--- src/rtl/fifo_wr_ptr.sv ---
// Write-side pointer and flag logic for an asynchronous FIFO.
// Holds the binary/Gray write pointer and derives FULL, ALMOST_FULL, FREE_CNT and OVERFLOW.
module fifo_wr_ptr #(
    parameter int WIDTH  = 5,
    parameter int AF_THR = 4
) (
    input  logic             CLK,
    input  logic             RST,
    input  logic             W_INC,
    input  logic [WIDTH:0]   SYNC_RPTR,
    input  logic             CLR_OVF,
    output logic             W_EN,
    output logic [WIDTH-1:0] W_ADDR,
    output logic [WIDTH:0]   W_GPTR,
    output logic             FULL,
    output logic             ALMOST_FULL,
    output logic [WIDTH:0]   FREE_CNT,
    output logic             OVERFLOW
);

    localparam int             D      = 1 << WIDTH;
    localparam logic [WIDTH:0] DEPTH  = (WIDTH + 1)'(D);
    localparam logic [WIDTH:0] AF_LIM = (WIDTH + 1)'(AF_THR);

    logic [WIDTH:0] wbin;
    logic [WIDTH:0] wbin_next;
    logic [WIDTH:0] wgray_next;
    logic [WIDTH:0] rbin;
    logic [WIDTH:0] used_next;
    logic [WIDTH:0] free_next;
    logic           accept;
    logic           full_next;
    logic           af_next;

    assign accept     = W_INC & ~FULL;
    assign W_EN       = accept;
    assign W_ADDR     = wbin[WIDTH-1:0];
    assign wbin_next  = wbin + {{WIDTH{1'b0}}, accept};
    assign wgray_next = (wbin_next >> 1) ^ wbin_next;

    // Each binary bit is the XOR of all Gray bits at or above it.
    always_comb begin
        rbin = '0;
        for (int i = 0; i <= WIDTH; i++) begin
            rbin[i] = ^(SYNC_RPTR >> i);
        end
    end

    assign used_next = wbin_next - rbin;
    assign free_next = DEPTH - used_next;
    assign full_next = (wgray_next == {~SYNC_RPTR[WIDTH:WIDTH-1], SYNC_RPTR[WIDTH-2:0]});
    assign af_next   = full_next | (free_next <= AF_LIM);

    // Flags are looked ahead from the next pointer so they are exact on the edge they appear.
    always_ff @(posedge CLK or posedge RST) begin
        if (RST) begin
            wbin        <= '0;
            W_GPTR      <= '0;
            FULL        <= 1'b0;
            ALMOST_FULL <= 1'b0;
            FREE_CNT    <= DEPTH;
            OVERFLOW    <= 1'b0;
        end else begin
            wbin        <= wbin_next;
            W_GPTR      <= wgray_next;
            FULL        <= full_next;
            ALMOST_FULL <= af_next;
            FREE_CNT    <= free_next;
            if (W_INC && FULL) begin
                OVERFLOW <= 1'b1;
            end else if (CLR_OVF) begin
                OVERFLOW <= 1'b0;
            end
        end
    end

endmodule

--- config.mk ---
export PLATFORM = sky130hd
export DESIGN_NAME = fifo_wr_ptr
export DESIGN_NICKNAME = d
export VERILOG_FILES = /design/src/rtl/fifo_wr_ptr.sv
export SDC_FILE = /design/constraint.sdc
export NUM_CORES = 1
export LEC_CHECK = 0
export CAP_MARGIN = 0
export CORE_ASPECT_RATIO = 0.9
export CORE_MARGIN = 5
export CORE_UTILIZATION = 43
export CTS_BUF_LIST = sky130_fd_sc_hd__clkbuf_16
export DETAILED_ROUTE_END_ITERATION = 7
export GPL_TIMING_DRIVEN = 0
export PLACE_DENSITY_LB_ADDON = 0.25
export SLEW_MARGIN = 20
export SYNTH_ARGS = -nofsm -noshare
export SYNTH_HDL_FRONTEND = slang
export SYNTH_SLANG_ARGS = --single-unit
export TNS_END_PERCENT = 5
--- constraint.sdc ---
create_clock -name CLK -period 2.9 [get_ports CLK]
set_input_delay 0.435 -clock CLK [delete_from_list [all_inputs] [get_ports CLK]]
set_output_delay 0.435 -clock CLK [all_outputs]
set_load 0.02 [all_outputs]
# Word-level counts from Yosys, hierarchy flattened
# Cells that the tools add are included.
classes:
  mux: 2
  n_addsub: 3
  n_lt_le_gt_ge: 1
  bitwise: 5
  n_eq_ne: 1
  reduce_logical: 8
op_table:
  columns: ["op", "n"]
  rows:
  - ["6-bit XOR reduction", 6]
  - ["6-bit by 1-bit adder with 6-bit output", 1]
  - ["6-bit == test", 1]
  - ["6-bit by 3-bit less-or-equal comparator with 1-bit output, second input constant", 1]
  - ["6-bit subtractor", 1]
  - ["6-bit subtractor, first input constant", 1]
  - ["5-bit by 6-bit XOR with 6-bit output", 1]
  - ["1-bit two-way mux", 2]
  - ["2-bit NOT", 1]
  - ["2-bit nonzero test", 1]
  - ["1-bit bitwise AND", 1]
  - ["1-bit logical AND", 1]
  - ["1-bit NOT", 1]
  - ["1-bit bitwise OR", 1]
word_totals:
  out_inout_bits: 21
  elab_cells: 26
  reg_bits: 21

# Logic depth before layout (Yosys ltp)
logic_depth:
  ltp_word: 7
  depth_mapped: 15

# Least setup slack after synthesis
# No wires, ideal clock.
synth_timing:
  kind: "flip-flop to flip-flop"
  startpoint: "register FULL"
  endpoint: "register ALMOST_FULL"
  synth_period_minus_slack_ps: 3184
  arrival_time_ps: 3062
  setup_slack_ps: -284
  stages_incl_launch_ff: 14
  n_path_buf: 0
  cell_sequence: "dfrtp_1 nor2b_1 ha_1 ha_1 xor2_2 inv_2 ha_1 inv_1 fa_1 inv_1 a21o_1 a21oi_1 xor3_1 a32o_1"
synth_via:
  elab_chain_cells: 7
  elab_cells_between_ends: 9
  cone_classes: "3 x add/sub; 1 x order compare; 1 x eq/ne; 4 x bitwise"
synth_lines:
  columns: ["element", "line_no", "rtl"]
  rows:
  - ["start, declared", "15", "output logic FULL,"]
  - ["start signal, assigned", "66", "FULL <= full_next;"]
  - ["1-bit NOT (*)", "35", "assign accept = W_INC & ~FULL;"]
  - ["1-bit bitwise AND (*)", "35", null]
  - ["named net W_EN", "12", "output logic W_EN,"]
  - ["6-bit by 1-bit adder with 6-bit output (*)", "38", "assign wbin_next = wbin + {{WIDTH{1'b0}}, accept};"]
  - ["named net wbin_next[2]", "26", "logic [WIDTH:0] wbin_next;"]
  - ["6-bit subtractor", "49", "assign used_next = wbin_next - rbin;"]
  - ["6-bit subtractor", "50", "assign free_next = DEPTH - used_next;"]
  - ["6-bit by 3-bit less-or-equal comparator with 1-bit output", "52", "assign af_next = full_next | (free_next <= AF_LIM);"]
  - ["1-bit bitwise OR (*)", "52", null]
  - ["named net af_next", "33", "logic af_next;"]
  - ["end signal, assigned", "67", "ALMOST_FULL <= af_next;"]
  - ["end, declared", "16", "output logic ALMOST_FULL,"]
# Mark *: on every way through the listed nets, which the timed path passes. The rest lies on a longest branch.
# A chain may end at the register's enable or synchronous reset.

# Worst setup path after layout
layout_timing:
  startpoint: "input SYNC_RPTR[3]"
  endpoint: "register ALMOST_FULL"
layout_via:
  elab_chain_cells: 5
  elab_cells_between_ends: 9
  cone_classes: "2 x add/sub; 1 x order compare; 1 x eq/ne; 1 x bitwise; 4 x reduce/logical"
layout_lines:
  columns: ["element", "line_no", "rtl"]
  rows:
  - ["start, declared", "10", "input logic [WIDTH:0] SYNC_RPTR,"]
  - ["6-bit XOR reduction", "45", "rbin[i] = ^(SYNC_RPTR >> i);"]
  - ["6-bit subtractor", "49", null]
  - ["6-bit subtractor", "50", null]
  - ["6-bit by 3-bit less-or-equal comparator with 1-bit output", "52", null]
  - ["1-bit bitwise OR (*)", "52", null]
  - ["named net af_next", "33", null]
# Marked as above.

==> results.py <==
metrics = {
    "setup_path": {
        "worstSetupStartpoint": "SYNC_RPTR[3]",
        "crit_type": "in -> reg",
        "critPathMaxFanout": 2,
        "r2r-end": "ALMOST_FULL",
        "r2r_slack_ps": 280,
        "endpoint": "ALMOST_FULL",
        "cp.arrival_ps": 2920,
        "critPathLaunchType": "primary input",
        "crit_required_ps": 3040,
        "endpoint_kind": "flop",
        "worst_r2r_startpoint": "FULL",
        "ff2ff_path_depth": 12,
    },
    "yosys": {
        "async_reset_ff_frac": 1.00,
        "ys_ff_latch": 20,
        "synth_cells": 102,
        "seq_area_frac_synth": 0.419,
        "synthFlopType": "dfrtp_1",
        "syn-cell-area_um2": 1200,
        "synth.distinct_cells": 31,
        "synth_fp_nets": 124,
        "synth-edff-count": 0,
        "syn-mean-instance-area_um2": 11.7,
        "yosysWarningCount": 0,
    },
    "sta": {
        "fmax_ghz": 0.359,
        "drv_slew": 0,
        "post-route-period-util": 0.960,
        "finalWorstPathRequiredPeriod_ps": 2790,
        "grt_setup_unrepaired": "no",
        "setup_viol": 0,
        "skew_ps": 0.992,
        "hold_viol_final": 0,
        "slew-limit-headroom": 0.491,
        "whs_ps": 519,
        "tightest_slew_ps": 762,
    },
    "routing": {
        "drtIter0Drc": 31,
        "routed_via_density": 4.93,
        "drt.antenna.violating_nets": 0,
        "drt_pre_antenna_iters": 4,
        "vias": 877,
        "drt-total-wl_mm": 2.58,
        "drt-wirelength-per-cell_um": 14.5,
        "drc_errors": 0,
    },
    "flow_run": {
        "cap_violations": 0,
    },
    "clock_tree": {
        "path_clk_slew_ps": 50,
        "numCtsBuffers": 3,
        "cts_tree": "done",
        "clockBufferDepth": 2,
        "cts_root_buf": "clkbuf_16",
        "htree_num_levels": 1,
        "clock_latency_ps": 250,
        "cts_sinks": 20,
    },
    "global_routing": {
        "overflow": 0,
        "antenna_found_initial": 0,
        "grt_max_degree": 21,
        "grt_pass1_vias": 962,
        "grt_use_total": 0.154,
        "grt_pass1_wl_mm": 4.48,
    },
    "die": {
        "pin_count": 31,
        "start_util": 0.443,
        "core_um2": 2700,
        "fp-row-count": 18,
        "die_w_um": 65.6,
        "die_h_um": 60.1,
        "die_area_um2": 3940,
    },
    "power_and_ir_drop": {
        "swShare": 0.404,
        "p_leak_nw": 0.861,
        "clkPwrFrac": 0.106,
        "irDropWorstVdd_mv": 0.705,
        "power_frac_seq": 0.192,
        "power_frac_comb": 0.702,
        "intPower_mw": 1.59,
        "p_per_area_nw_per_um2": 1450,
        "p_switching_mw": 1.08,
    },
    "cells_and_area": {
        "n_antenna_cell": 0,
        "fin_cells": 178,
        "postLayoutCoreUtil": 0.684,
        "drive_above_1_share": 0.318,
        "area_growth_pct": 54.4,
        "nets": 171,
    },
    "placed_design": {
        "globalplace.congestion": 0.720,
        "dp.cells": 162,
        "place.port_buffers": 30,
        "dp_hpwl_mm": 1.78,
    },
    "min_path": {
        "hold_class": "reg -> reg",
    },
    "run_status": {
        "status": "finished clean",
    },
}
-- flip-flops by register name, indices dropped and copies added (netlist names) --
register and flops:
OVERFLOW 1, FREE_CNT 6, FULL 1, wbin 5, ALMOST_FULL 1, W_GPTR 6
-- cells in the mapped netlist (2+ instances only) --
cell     count  area (um2)
dfrtp_1     19         475
inv_1       14        52.6
xnor2_1     13         114
ha_1        11         138
xor2_1       7        61.3
a21oi_1      4        20.0
nand2_1      4        15.0
xor2_2       3        48.8
a21o_1       2        15.0
o211a_1      2        20.0
o21ai_0      2        10.0
xor3_1       2        47.6
-- worst min path at each step --
stage | from | end | slack [ps] | cells after the start
floorplan | RST | ALMOST_FULL | 400 | 1
global placement | OVERFLOW | OVERFLOW | 510 | 2
detailed placement | OVERFLOW | OVERFLOW | 520 | 2
CTS | OVERFLOW | OVERFLOW | 520 | 2
global route | OVERFLOW | OVERFLOW | 600 | 2
finish | OVERFLOW | OVERFLOW | 520 | 2
-- cells in the final DEF (no fill, tap or decap), types with 2 or more instances in the layout --
cell / instances
o21ai_0: 2
dfrtp_1: 18
clkbuf_16: 3
xor2_2: 3
buf_6: 2
inv_1: 11
ha_1: 4
buf_4: 12
xor2_4: 2
ha_4: 6
xnor2_1: 12
o211a_1: 2
xor3_1: 2
dlygate4sd2_1: 3
xor2_1: 5
clkdlybuf4s50_1: 25
inv_2: 5
nand2_1: 4
xnor2_2: 2
a21oi_1: 3
a21o_1: 2
-- power by group through the flow --
| stage | clock network, mW | registers, mW | logic (mW) |
|---|---|---|---|
| 2_1_floorplan | 0 | 0.673 | 0.904 |
| 3_3_place_gp | 0 | 0.506 | 1.50 |
| 3_5_place_dp | 0 | 0.510 | 1.54 |
| 4_1_cts | 0.288 | 0.515 | 1.87 |
| 5_1_grt | 0.297 | 0.536 | 2.07 |
| 6_report | 0.284 | 0.514 | 1.88 |
-- routing by layer --
layer | up-vias | global-route usage | share of wire
met2 | 22 | 0.266 | 0.52
met1 | 424 | 0.184 | 0.41
met5 | - | 0 | 0
met3 | 7 | 0.0320 | 0.041
met4 | 0 | 0.0710 | 0.027
li1 | 424 | - | -
-- worst max-delay path, stage by stage --
cell           delay, ps
dlygate4sd2_1        280
xnor2_2              270
xnor2_2              190
xor2_2               190
xnor2_1              140
ha_2                 190
inv_2                 40
ha_4                 150
inv_2                 50
fa_2                 190
inv_2                 30
a21o_1               160
a21oi_2              120
xor3_1               240
a32o_1               220
-- metrics by stage --
stage / instance area [um2] / TNS [ps] / setup WS (ps) / total power, mW
final: 1850 / 0 / 115 / 2.68
after global routing: 1850 / 0 / 22.2 / 2.90
after global placement: 1550 / -1690 / -722 / 2.01
after CTS: 1830 / -51.6 / -51.6 / 2.68
after detailed placement: 1550 / -1720 / -727 / 2.05
after floorplan: 1210 / 0 / 8.83 / 1.58
-- layout make-up --
class	instances	area, um2
Buffer	2	16.3
Clock buffer	3	75.1
Clock inverter	1	3.75
Fill cell	188	853
Inverter	15	56.3
Multi-Input combinational cell	65	764
Sequential cell	20	503
Tap cell	30	37.5
Timing Repair Buffer	42	393
-- logic make-up (layout without fill, tap and decap cells) --
group           Yosys count  after routing  synth area share
compound gates           14             14            0.0815
xor+xnor                 26             26             0.240
fa+ha+maj                12             12             0.132
buf+inv                  17             63            0.0606
flops                    20             20             0.419
simple gates             13             13            0.0669
-- what timing repair did --
action,4_1_cts,5_1_grt
pin swaps,16,4
hold buffers,0,0
cloned,0,0
gates resized for setup,36,0
endpoints found under the setup margin,2,1
setup buffers,10,2
No activity file was read; power rests on OpenSTA's default activity.
